[config.mk]
export PLATFORM = sky130hd
export DESIGN_NAME = ongoru_guncelleme_denetleyici
export DESIGN_NICKNAME = d
export VERILOG_FILES = /design/src/rtl/ongoru_guncelleme_denetleyici_pkg.sv /design/src/rtl/ongoru_guncelleme_denetleyici_fifo.sv /design/src/rtl/ongoru_guncelleme_denetleyici.sv
export SDC_FILE = /design/constraint.sdc
export NUM_CORES = 1
export LEC_CHECK = 0
export CAP_MARGIN = 20
export CORE_UTILIZATION = 50
export CTS_BUF_LIST = sky130_fd_sc_hd__clkbuf_2 sky130_fd_sc_hd__clkbuf_4 sky130_fd_sc_hd__clkbuf_8
export CTS_CLUSTER_SIZE = 30
export DETAILED_ROUTE_END_ITERATION = 8
export PLACE_DENSITY = 0.72
export SETUP_SLACK_MARGIN = 0.15
export SYNTH_ARGS = -nofsm -noshare
export SYNTH_HDL_FRONTEND = slang
export SYNTH_SLANG_ARGS = --single-unit
[constraint.sdc]
create_clock -name clk_g -period 4.4 [get_ports clk_g]
set_clock_uncertainty 0.1 [all_clocks]
set_input_delay 0.88 -clock clk_g [delete_from_list [all_inputs] [get_ports clk_g]]
set_output_delay 0.88 -clock clk_g [all_outputs]
set_load 0.01 [all_outputs]
[src/rtl/ongoru_guncelleme_denetleyici_pkg.sv]
// Shared constants for the branch predictor update controller:
// RISC-V control-flow opcodes, default instruction width and FSM encodings.
package ongoru_guncelleme_denetleyici_pkg;

  localparam int BUYRUK_BIT = 32;

  localparam logic [6:0] OPC_JAL    = 7'b1101111;
  localparam logic [6:0] OPC_JALR   = 7'b1100111;
  localparam logic [6:0] OPC_BRANCH = 7'b1100011;

  // Controller states: empty, draining correct updates, mispredict buffered.
  localparam logic [1:0] BOSTA  = 2'd0;
  localparam logic [1:0] BOSALT = 2'd1;
  localparam logic [1:0] YANLIS = 2'd2;

  // Width of one packed queue entry: {yanlis, atladi, buyruk, adres, hedef}.
  function automatic int giris_genislik(input int w);
    return 3 * w + 2;
  endfunction

endpackage

[src/rtl/ongoru_guncelleme_denetleyici_fifo.sv]
// guncelleme_fifo: in-order storage for pending predictor updates.
// Pointers wrap modulo DERINLIK; sayac is one bit wider than the pointers.
// The caller only asserts yaz when not full and oku when not empty.
module guncelleme_fifo #(
  parameter int DERINLIK = 4,
  parameter int GENISLIK = 98
) (
  input  logic                      clk_g,
  input  logic                      rst_g,
  input  logic                      temizle,
  input  logic                      yaz,
  input  logic [GENISLIK-1:0]       yaz_veri,
  input  logic                      oku,
  output logic [GENISLIK-1:0]       bas_veri,
  output logic [$clog2(DERINLIK):0] sayac
);
  import ongoru_guncelleme_denetleyici_pkg::*;

  localparam int PW = $clog2(DERINLIK);

  logic [GENISLIK-1:0] bellek [DERINLIK];
  logic [PW-1:0]       yaz_ptr;
  logic [PW-1:0]       oku_ptr;

  // Entry storage; contents need no reset because sayac gates visibility.
  always_ff @(posedge clk_g) begin
    if (yaz) bellek[yaz_ptr] <= yaz_veri;
  end

  // Pointer and occupancy bookkeeping; flush returns everything to zero.
  always_ff @(posedge clk_g or negedge rst_g) begin
    if (!rst_g) begin
      yaz_ptr <= '0;
      oku_ptr <= '0;
      sayac   <= '0;
    end else if (temizle) begin
      yaz_ptr <= '0;
      oku_ptr <= '0;
      sayac   <= '0;
    end else begin
      if (yaz) yaz_ptr <= yaz_ptr + 1'b1;
      if (oku) oku_ptr <= oku_ptr + 1'b1;
      case ({yaz, oku})
        2'b10:   sayac <= sayac + 1'b1;
        2'b01:   sayac <= sayac - 1'b1;
        default: sayac <= sayac;
      endcase
    end
  end

  assign bas_veri = bellek[oku_ptr];

endmodule

[src/rtl/ongoru_guncelleme_denetleyici.sv]
// ongoru_guncelleme_denetleyici: buffers resolved branch/jump outcomes from
// execute and replays them into the predictor when it is not busy with a
// fetch lookup. A full queue or a buffered mispredict forces issue.
// Optional feature macro: GUNCELLEME_SAYAC_EN adds update/mispredict counters.
//
// Handshake: an update transfers on a rising edge where i_gecerli && o_hazir;
// o_hazir depends only on registered state, and upstream holds the update
// while o_hazir is low. o_guncelle_gecerli_g is a one-cycle pulse per issued
// entry with no backpressure from the predictor.
module ongoru_guncelleme_denetleyici #(
  parameter int KUYRUK_DERINLIK = 4,
  parameter int BUYRUK_BIT      = ongoru_guncelleme_denetleyici_pkg::BUYRUK_BIT
) (
  input  logic                  clk_g,
  input  logic                  rst_g,
  input  logic                  i_gecerli,
  output logic                  o_hazir,
  input  logic [BUYRUK_BIT-1:0] i_buyruk,
  input  logic [BUYRUK_BIT-1:0] i_buyruk_adresi,
  input  logic [BUYRUK_BIT-1:0] i_atlanan_adres,
  input  logic                  i_atladi,
  input  logic                  i_ongoru_yanlis,
  input  logic                  i_ongoru_mesgul,
  input  logic                  i_temizle,
  output logic                  o_guncelle_gecerli_g,
  output logic [BUYRUK_BIT-1:0] o_eski_buyruk,
  output logic [BUYRUK_BIT-1:0] o_eski_buyruk_adresi,
  output logic [BUYRUK_BIT-1:0] o_atlanan_adres,
  output logic                  o_buyruk_atladi,
  output logic                  o_ongoru_yanlis,
  output logic                  o_bos,
`ifdef GUNCELLEME_SAYAC_EN
  output logic [31:0]           o_guncelleme_sayisi,
  output logic [31:0]           o_yanlis_sayisi,
`endif
  output logic [1:0]            o_durum
);
  import ongoru_guncelleme_denetleyici_pkg::*;

  localparam int GW = giris_genislik(BUYRUK_BIT);
  localparam int CW = $clog2(KUYRUK_DERINLIK) + 1;
  localparam logic [CW-1:0] DOLU = CW'(KUYRUK_DERINLIK);
  localparam logic [CW-1:0] BIR  = CW'(1);

  logic [1:0]    durum;
  logic [1:0]    durum_d;
  logic [CW-1:0] sayac;
  logic [GW-1:0] yaz_veri;
  logic [GW-1:0] bas_veri;
  logic          dolu;
  logic          yukle;
  logic          cikar;

  assign dolu     = (sayac == DOLU);
  assign o_hazir  = rst_g && !dolu && (durum != YANLIS);
  assign yukle    = i_gecerli && o_hazir && !i_temizle;
  // Busy predictor defers issue unless the queue is full or a mispredict waits.
  assign cikar    = !i_temizle && (sayac != '0) &&
                    (!i_ongoru_mesgul || dolu || (durum == YANLIS));
  assign yaz_veri = {i_ongoru_yanlis, i_atladi, i_buyruk, i_buyruk_adresi, i_atlanan_adres};
  assign o_bos    = (sayac == '0) && !o_guncelle_gecerli_g;
  assign o_durum  = durum;

  guncelleme_fifo #(
    .DERINLIK (KUYRUK_DERINLIK),
    .GENISLIK (GW)
  ) u_fifo (
    .clk_g    (clk_g),
    .rst_g    (rst_g),
    .temizle  (i_temizle),
    .yaz      (yukle),
    .yaz_veri (yaz_veri),
    .oku      (cikar),
    .bas_veri (bas_veri),
    .sayac    (sayac)
  );

  // Next state; the mispredicted entry is always the youngest, so it leaves
  // the queue exactly when the last entry issues.
  always_comb begin
    durum_d = durum;
    if (i_temizle) begin
      durum_d = BOSTA;
    end else if (yukle && i_ongoru_yanlis) begin
      durum_d = YANLIS;
    end else begin
      case (durum)
        BOSTA:   if (yukle) durum_d = BOSALT;
        BOSALT:  if (cikar && (sayac == BIR) && !yukle) durum_d = BOSTA;
        YANLIS:  if (cikar && (sayac == BIR)) durum_d = BOSTA;
        default: durum_d = BOSTA;
      endcase
    end
  end

  // State register.
  always_ff @(posedge clk_g or negedge rst_g) begin
    if (!rst_g) durum <= BOSTA;
    else        durum <= durum_d;
  end

  // Registered predictor update port; fields load only when an entry issues.
  always_ff @(posedge clk_g or negedge rst_g) begin
    if (!rst_g) begin
      o_guncelle_gecerli_g <= 1'b0;
      o_eski_buyruk        <= '0;
      o_eski_buyruk_adresi <= '0;
      o_atlanan_adres      <= '0;
      o_buyruk_atladi      <= 1'b0;
      o_ongoru_yanlis      <= 1'b0;
    end else begin
      o_guncelle_gecerli_g <= cikar;
      if (cikar) begin
        {o_ongoru_yanlis, o_buyruk_atladi, o_eski_buyruk,
         o_eski_buyruk_adresi, o_atlanan_adres} <= bas_veri;
      end
    end
  end

`ifdef GUNCELLEME_SAYAC_EN
  // Free-running issue statistics, wrapping naturally; cleared only by reset.
  always_ff @(posedge clk_g or negedge rst_g) begin
    if (!rst_g) begin
      o_guncelleme_sayisi <= '0;
      o_yanlis_sayisi     <= '0;
    end else if (cikar) begin
      o_guncelleme_sayisi <= o_guncelleme_sayisi + 32'd1;
      if (bas_veri[GW-1]) o_yanlis_sayisi <= o_yanlis_sayisi + 32'd1;
    end
  end
`endif

endmodule

==> parameters.txt, run 1 <==
Parameter                              Value

Status
  Result of the run ... complete, no violations

Critical path
  Required time at the endpoint of the critical path ... 3.42 ns
  Register-to-register setup slack ... 1.80 ns
  Worst r2r dst ... u_fifo.bellek[2][79]
  Crit path max fanout ... 5
  Buffers plus inverters on the worst setup path ... 2
  Sort of element at the end of the critical path ... output pin
  Critical path class ... reg -> out
  Sequence of cells on the critical path ... inv_1 > ha_1 > nand2b_1 > nor2_1 > clkdlybuf4s50_1
  Signal arrival time at the worst endpoint ... 2.30 ns
  Cell family contributing the most delay on the critical path ... buffers and inverters
  Setup crit start kind ... register
  Cell with the biggest individual delay on the critical path ... sky130_fd_sc_hd__clkdlybuf4s50_1
  Register-to-Register Path Depth ... 6
  Slowest cell delay on critical path ... 0.54 ns
  Reg2reg start ... u_fifo.sayac[1]

Clocking
  CTS root buffer ... sky130_fd_sc_hd__clkbuf_8
  Worst-skew pair later-pin latency ... 0.61 ns
  Buffers inserted by post-CTS timing repair ... 0
  CTS tree ... yes
  Resized Gates After CTS ... 0
  Number of buffers added by the clock tree synthesis step ... 80
  Clock-pin slew reported for the worst setup and hold paths after clock tree synthesis ... 0.06 ns
  CTS Buffer Depth ... 3
  H-tree levels ... 3
  Count of hold buffers inserted by post-cts repair ... 0
  TritonCTS sink count ... 500

Logic synthesis
  Portion of synthesized cell area occupied by the leading cell type ... 61.70%
  Most area-consuming cells after synthesis ... sky130_fd_sc_hd__edfxtp_1 (62%), sky130_fd_sc_hd__dfrtp_1 (14%), sky130_fd_sc_hd__mux4_1 (7.9%)
  Synth Net Count ... 905
  Dominant cell type by area after synthesis ... sky130_fd_sc_hd__edfxtp_1
  Distinct cell type count after synthesis ... 35
  Flops & latches, synth ... 500
  Proportion of synthesized chip area in sequential cells ... 75.87%
  Mean post-synth cell area ... 24.03 um2
  Gate Count Post-Synth ... 794
  Count of warnings emitted by yosys ... 0
  Synthesized area ... 19080 um2

Timing
  Actual transition at the worst max-transition pin ... 1.002 ns
  Final worst path period need ... 3.277 ns
  Unrepaired setup endpoints after global routing ... no
  Number of slew-limit violations in the final report ... 0
  Worst slew margin relative to its limit ... 33.17%
  Share of the clock period used by the worst path ... 74.49%
  Setup_tns ... 0 ns
  Final-report hold violation count ... 0
  Peak clock frequency supported by timing ... 0.3051 GHz
  Post-route setup slack ... 1.123 ns
  Count of final setup violators ... 0

Final layout
  Multi-input gate area ... 4342 um2
  Sequential cell area in the final layout ... 14480 um2
  Area growth from synthesis to layout ... 23.11%
  Number of nets in the layout ... 1177
  Layout Cell Area excl Fill ... 23490 um2
  Proportion of layout cells with a drive suffix above 1 ... 27.32%
  Fill cell total of the finished layout ... 2624

Run
  Max-cap viol count ... 0

Power and ir drop
  Largest voltage drop on the vdd net ... 381.6 uV
  P_leak ... 8.276 nW
  Areal power density over the cells ... 589.5 nW/um2

Die
  Count of pins on the block boundary ... 206
  Die span in x ... 197.3 um
  Die area ... 38940 um2
  Chip Height ... 197.3 um
  Initial core utilization ... 50.77%
  Row count ... 71
  Core region area ... 37580 um2

Routing
  Detail-routed via count per cell ... 5.265
  Antenna viol nets, final ... 0
  Remaining DRCs ... 0
  WL per Instance ... 21.88 um
  Overall routed net length ... 35960 um
  Detailed router's first-iteration violation count ... 438
  Number of detailed-routing iterations run before antenna repair ... 6
  Vias ... 8650

Placed design
  HPWL reported at the end of detailed placement ... 21150 um
  Count of buffers inserted at the top-level ports ... 205
  Placed Area ... 21790 um2
  Pre-CTS setup slack ... 1.071 ns
  Gp weighted congestion ... 0.7698

Global routing
  Via count of the first global-routing pass ... 9431
  First-pass GRT wire length ... 54520 um
  Overall global routing resource usage ... 19.10%
  Pin count of the biggest net entering global routing ... 68
  Overall overflow remaining after global route ... 0
  Antenna violations before repair ... 3

Min path
  Worst hold path type ... in -> async
power by group:
group	leakage (nW)	switching, mW	internal [mW]
Clock	0.903	1.72	2.35
Combinational	2.55	1.22	2.32
Sequential	4.82	0.540	5.70
Total	8.28	3.48	10.4
area by class of cell:
cell class                 count  share of cell area, %
clock buffer                 132                  6.803
tap                          511                  2.722
timing repair buffer         224                  9.776
sequential                   500                  61.66
multi-input combinational    253                  18.49
clock inverter                15                 0.4049
inverter                       7                 0.1332
antenna                        1                0.01066
Yosys cell counts, drive strengths merged:
cell	count
edfxtp	392
dfrtp	108
mux2	99
mux4	98
buf	25
clkbuf	9
ha	8
nor2	8
inv	7
and3	6
nand2	6
nor2b	4
o211ai	4
a21oi	3
nand2b	3
xnor2	3
and4	1
mux2i	1
nand3	1
nand4	1
o2111ai	1
o21a	1
o22a	1
o311a	1
o311ai	1
o31ai	1
xor2	1
cells by family (layout without fill, tap and decap cells):
group                      Yosys count  count (layout)  synth area share, %
xor gates and xnor gates             4               4               0.1837
adders and majority gates            8               8               0.5247
DFF                                500             500                75.87
buffers and inverters               41             378                1.476
AOI/OAI and AO/OA                   13              13               0.5772
other                                0               1                    0
and+or+nand+nor                     30              30               0.8330
muxes                              198             198                20.54
through the flow:
stage	hold slack (ns)	utilization [%]	std cells	total power, mW
finish	0.08983	62.50	1643	13.84
CTS	0.04371	62.49	1642	14.05
global placement	0.3949	57.99	1495	9.867
detailed placement	0.3936	57.99	1495	9.933
global route	0.07151	62.49	1642	14.48
floorplan	0.4425	-	794	8.349
worst reg2reg max path, cell delays in order (launching register included):
cell	delay [ns]
sky130_fd_sc_hd__dfrtp_1	0.39
sky130_fd_sc_hd__inv_1	0.12
sky130_fd_sc_hd__ha_1	0.24
sky130_fd_sc_hd__nand2_1	0.19
sky130_fd_sc_hd__and4_4	0.33
sky130_fd_sc_hd__and3_4	0.49
sky130_fd_sc_hd__buf_4	0.40
per-layer routing:
layer | wire [um] | share of wire (%) | vias up | track usage [%]
li1 | - | - | 3867 | -
met1 | 15180 | 42 | 4497 | 24.40
met2 | 18060 | 50 | 221 | 31.73
met3 | 1942 | 5.4 | 63 | 4.832
met4 | 754 | 2.1 | 2 | 7.092
met5 | 13 | 0.036 | - | 0
state kept, by name (all words and copies together) (netlist names):
name and cells:
o_eski_buyruk 32, u_fifo.oku_ptr 2, o_buyruk_atladi 1, o_eski_buyruk_adresi 32, o_ongoru_yanlis 1, o_atlanan_adres 32, u_fifo.bellek 392, o_guncelle_gecerli_g 1
u_fifo.yaz_ptr 2, o_durum 2, u_fifo.sayac 3
cell usage in the layout, fill, tap and decap left out, types with 9 or more instances in the layout:
| cell | instances |
|---|---|
| sky130_fd_sc_hd__clkbuf_8 | 97 |
| sky130_fd_sc_hd__mux2_4 | 99 |
| sky130_fd_sc_hd__dfrtp_1 | 106 |
| sky130_fd_sc_hd__clkinv_1 | 9 |
| sky130_fd_sc_hd__buf_4 | 11 |
| sky130_fd_sc_hd__clkdlybuf4s50_1 | 204 |
| sky130_fd_sc_hd__mux4_2 | 41 |
| sky130_fd_sc_hd__mux4_1 | 57 |
| sky130_fd_sc_hd__edfxtp_1 | 392 |
| sky130_fd_sc_hd__clkbuf_4 | 35 |
how the worst max path moves through the flow:
stage	to	from	cells after the start	slack, ns
2_1_floorplan	u_fifo.bellek[0][0]	i_gecerli	3	0.31
3_3_place_gp	o_eski_buyruk[21]	i_temizle	6	1.10
3_5_place_dp	o_atlanan_adres[10]	i_temizle	6	1.07
4_1_cts	o_bos	u_fifo.sayac[1]	5	1.08
5_1_grt	o_bos	u_fifo.sayac[1]	5	1.0
6_report	o_bos	u_fifo.sayac[1]	5	1.12
Note: power is estimated with default switching activity, not from simulation.
==> inputs of run 2 (changes only) <==
==> constraint.sdc (replaced) <==
create_clock -name clk_g -period 3.27 [get_ports clk_g]
set_clock_uncertainty 0.1 [all_clocks]
set_input_delay 0.654 -clock clk_g [delete_from_list [all_inputs] [get_ports clk_g]]
set_output_delay 0.654 -clock clk_g [all_outputs]
set_load 0.01 [all_outputs]
==> parameters.txt, run 2 (synthesized netlist as in run 1, its figures left out) <==
Parameter                              Value

Die
  Chip Height ... 197.3 um (unchanged)
  Initial core utilization ... 50.77% (unchanged)
  Core region area ... 37580 um2 (unchanged)
  Row count ... 71 (unchanged)
  Die span in x ... 197.3 um (unchanged)
  Count of pins on the block boundary ... 206 (unchanged)
  Die area ... 38940 um2 (unchanged)

Clocking
  TritonCTS sink count ... 500 (unchanged)
  CTS Buffer Depth ... 3 (unchanged)
  CTS tree ... yes
  Buffers inserted by post-CTS timing repair ... 0 (unchanged)
  Clock-pin slew reported for the worst setup and hold paths after clock tree synthesis ... 0.06 ns (about the same)
  CTS root buffer ... sky130_fd_sc_hd__clkbuf_8
  H-tree levels ... 3 (unchanged)
  Worst-skew pair later-pin latency ... 0.61 ns (about the same)
  Number of buffers added by the clock tree synthesis step ... 80 (unchanged)

Timing
  Count of final setup violators ... 0 (unchanged)
  Worst slew margin relative to its limit ... 42.06% (+8.9 points)
  Post-route setup slack ... 0.2856 ns (-0.8370 ns)
  Setup_tns ... 0 ns (unchanged)
  Number of slew-limit violations in the final report ... 0 (unchanged)
  Final-report hold violation count ... 0 (unchanged)
  Share of the clock period used by the worst path ... 91.27%
  Unrepaired setup endpoints after global routing ... no
  Peak clock frequency supported by timing ... 0.3351 GHz
  Final worst path period need ... 2.984 ns
  Actual transition at the worst max-transition pin ... 0.8690 ns (-0.1334 ns)
  Final-layout worst hold slack ... 0.3230 ns (+0.2332 ns)

Placed design
  Placed Area ... 21890 um2 (+0.46%)
  HPWL reported at the end of detailed placement ... 21420 um (+1.3%)
  Count of buffers inserted at the top-level ports ... 205 (unchanged)
  Pre-CTS setup slack ... 0.4567 ns (-0.6148 ns)
  Number of instances in the placed design ... 1500 (+0.33%)
  Gp weighted congestion ... 0.8186 (+6.3%)

Final layout
  Layout Cells excl Fill ... 1647 (+0.24%)
  Most used cells in the layout excluding fill and tap cells ... sky130_fd_sc_hd__edfxtp_1 (392), sky130_fd_sc_hd__clkdlybuf4s50_1 (204), sky130_fd_sc_hd__dfrtp_1 (106), sky130_fd_sc_hd__mux2_4 (99), sky130_fd_sc_hd__clkbuf_8 (88)
  Most frequent standard cell in the layout excluding fill and tap cells ... sky130_fd_sc_hd__edfxtp_1
  Area growth from synthesis to layout ... 23.41%
  Fill cell total of the finished layout ... 2612 (-0.46%)
  Final Util ... 62.65% (+0.15 points)
  Layout Cell Area excl Fill ... 23540 um2 (+0.25%)
  Proportion of layout cells with a drive suffix above 1 ... 27.51% (+0.19 points)
  Multi-input gate area ... 4357 um2 (+0.35%)
  Max FFs per register ... 392 (unchanged)
  Number of nets in the layout ... 1183 (+0.51%)
  Sequential cell area in the final layout ... 14480 um2 (unchanged)
  Top reg by flops ... u_fifo.bellek

Critical path
  Sort of element at the end of the critical path ... output pin
  Signal arrival time at the worst endpoint ... 2.23 ns (-0.07 ns)
  Required time at the endpoint of the critical path ... 2.52 ns (-0.90 ns)
  Crit path max fanout ... 5 (unchanged)
  Setup crit start kind ... register
  Critical path class ... reg -> out

Run
  Max-cap viol count ... 0 (unchanged)

Routing
  WL per Instance ... 22.22 um (+1.5%)
  Detail-routed via count per cell ... 5.284 (+0.37%)
  Overall routed net length ... 36600 um (+1.8%)
  Antenna viol nets, final ... 0 (unchanged)
  Number of detailed-routing iterations run before antenna repair ... 5 (-1)
  Vias ... 8703 (+0.61%)
  Remaining DRCs ... 0 (unchanged)
  Detailed router's first-iteration violation count ... 426 (-2.7%)

Global routing
  Overall overflow remaining after global route ... 0 (unchanged)
  Via count of the first global-routing pass ... 9475 (+0.47%)
  Pin count of the biggest net entering global routing ... 67 (-1.5%)
  First-pass GRT wire length ... 55990 um (+2.7%)
  Overall global routing resource usage ... 19.59% (+0.49 points)
  Antenna violations before repair ... 2 (-1)

Power and ir drop
  Proportion of power drawn by the clock network ... 28.7% (-0.6 points)
  Proportion of power drawn by combinational gates ... 26.7% (+1.1 points)
  P_leak ... 8.281 nW (about the same)
  Psw ... 4.746 mW (+36%)
  Internal cell power ... 13.86 mW (+34%)
  Areal power density over the cells ... 790.3 nW/um2 (+34%)
  Switching power as a share of total power ... 25.51% (+0.36 points)
  Largest voltage drop on the vdd net ... 581.4 uV (+52%)
  Overall power consumption ... 18.61 mW (+34%)
  Seq pwr share ... 44.6% (-0.5 points)

Status
  Result of the run ... complete, no violations

Min path
  Worst hold path type ... in -> async
==> run 2: changes by cell type in the layout (fill, tap and decap cells not counted), moves of 2 or more <==
cell,delta
sky130_fd_sc_hd__buf_12,+5
sky130_fd_sc_hd__clkbuf_4,-2
sky130_fd_sc_hd__clkbuf_8,-9
sky130_fd_sc_hd__clkinv_2,+4
sky130_fd_sc_hd__clkinvlp_4,+2
==> run 2: final timing paths <==
check                                               end  depth (start not counted)  slack [ns]                    start
worst max-delay path                            o_hazir                          5        0.29          u_fifo.sayac[1]
worst min-delay path                  u_fifo.oku_ptr[1]                          2        0.32                    rst_g
worst max register to register     u_fifo.bellek[3][87]                          6        0.87          u_fifo.sayac[1]
worst min register to register  o_eski_buyruk_adresi[6]                          1        0.41  o_eski_buyruk_adresi[6]
max in group asynchronous             u_fifo.oku_ptr[0]                          3        1.60                    rst_g
min in group clk_g              o_eski_buyruk_adresi[6]                          1        0.41  o_eski_buyruk_adresi[6]
==> run 2: routing by layer <==
layer / up-vias / GRT usage, % / part of all wire (%)
met5: - / 0 / 0.036
met4: 2 / 6.632 / 1.8
met3: 53 / 4.712 / 5.3
met2: 214 / 31.91 / 50
met1: 4558 / 26.04 / 43
li1: 3876 / - / -
==> run 2: repair_timing <==
| item | CTS | global route |
|---|---|---|
| resized for setup | 1 | 2 |
| setup endpoints to repair | 1 | 2 |
| hold buffers | 1 | 0 |
| hold endpoints to repair | 4 | 0 |
==> run 2: power groups by stage <==
| stage | registers [mW] | logic, mW | clock network, mW |
|---|---|---|---|
| final | 8.31 | 4.96 | 5.34 |
| after CTS | 8.33 | 5.03 | 5.50 |
| after global placement | 8.44 | 4.92 | 0 |
| after global routing | 8.41 | 5.27 | 5.76 |
| after floorplan | 8.44 | 2.78 | 0 |
| after detailed placement | 8.42 | 5.01 | 0 |
==> run 2: final cells by class <==
| cell class | count | share of cell area (%) |
|---|---|---|
| antenna | 2 | 0.02126 |
| timing repair buffer | 230 | 10.22 |
| inverter | 7 | 0.1329 |
| clock inverter | 23 | 0.6962 |
| sequential | 500 | 61.51 |
| tap | 511 | 2.716 |
| clock buffer | 121 | 6.197 |
| multi-input combinational | 253 | 18.51 |
==> run 2: critical path, stage by stage (launching register included) <==
cell                              delay (ns)
sky130_fd_sc_hd__dfrtp_1                0.40
sky130_fd_sc_hd__inv_1                  0.14
sky130_fd_sc_hd__ha_4                   0.20
sky130_fd_sc_hd__nand2_1                0.12
sky130_fd_sc_hd__and3_1                 0.22
sky130_fd_sc_hd__clkdlybuf4s50_1        0.55
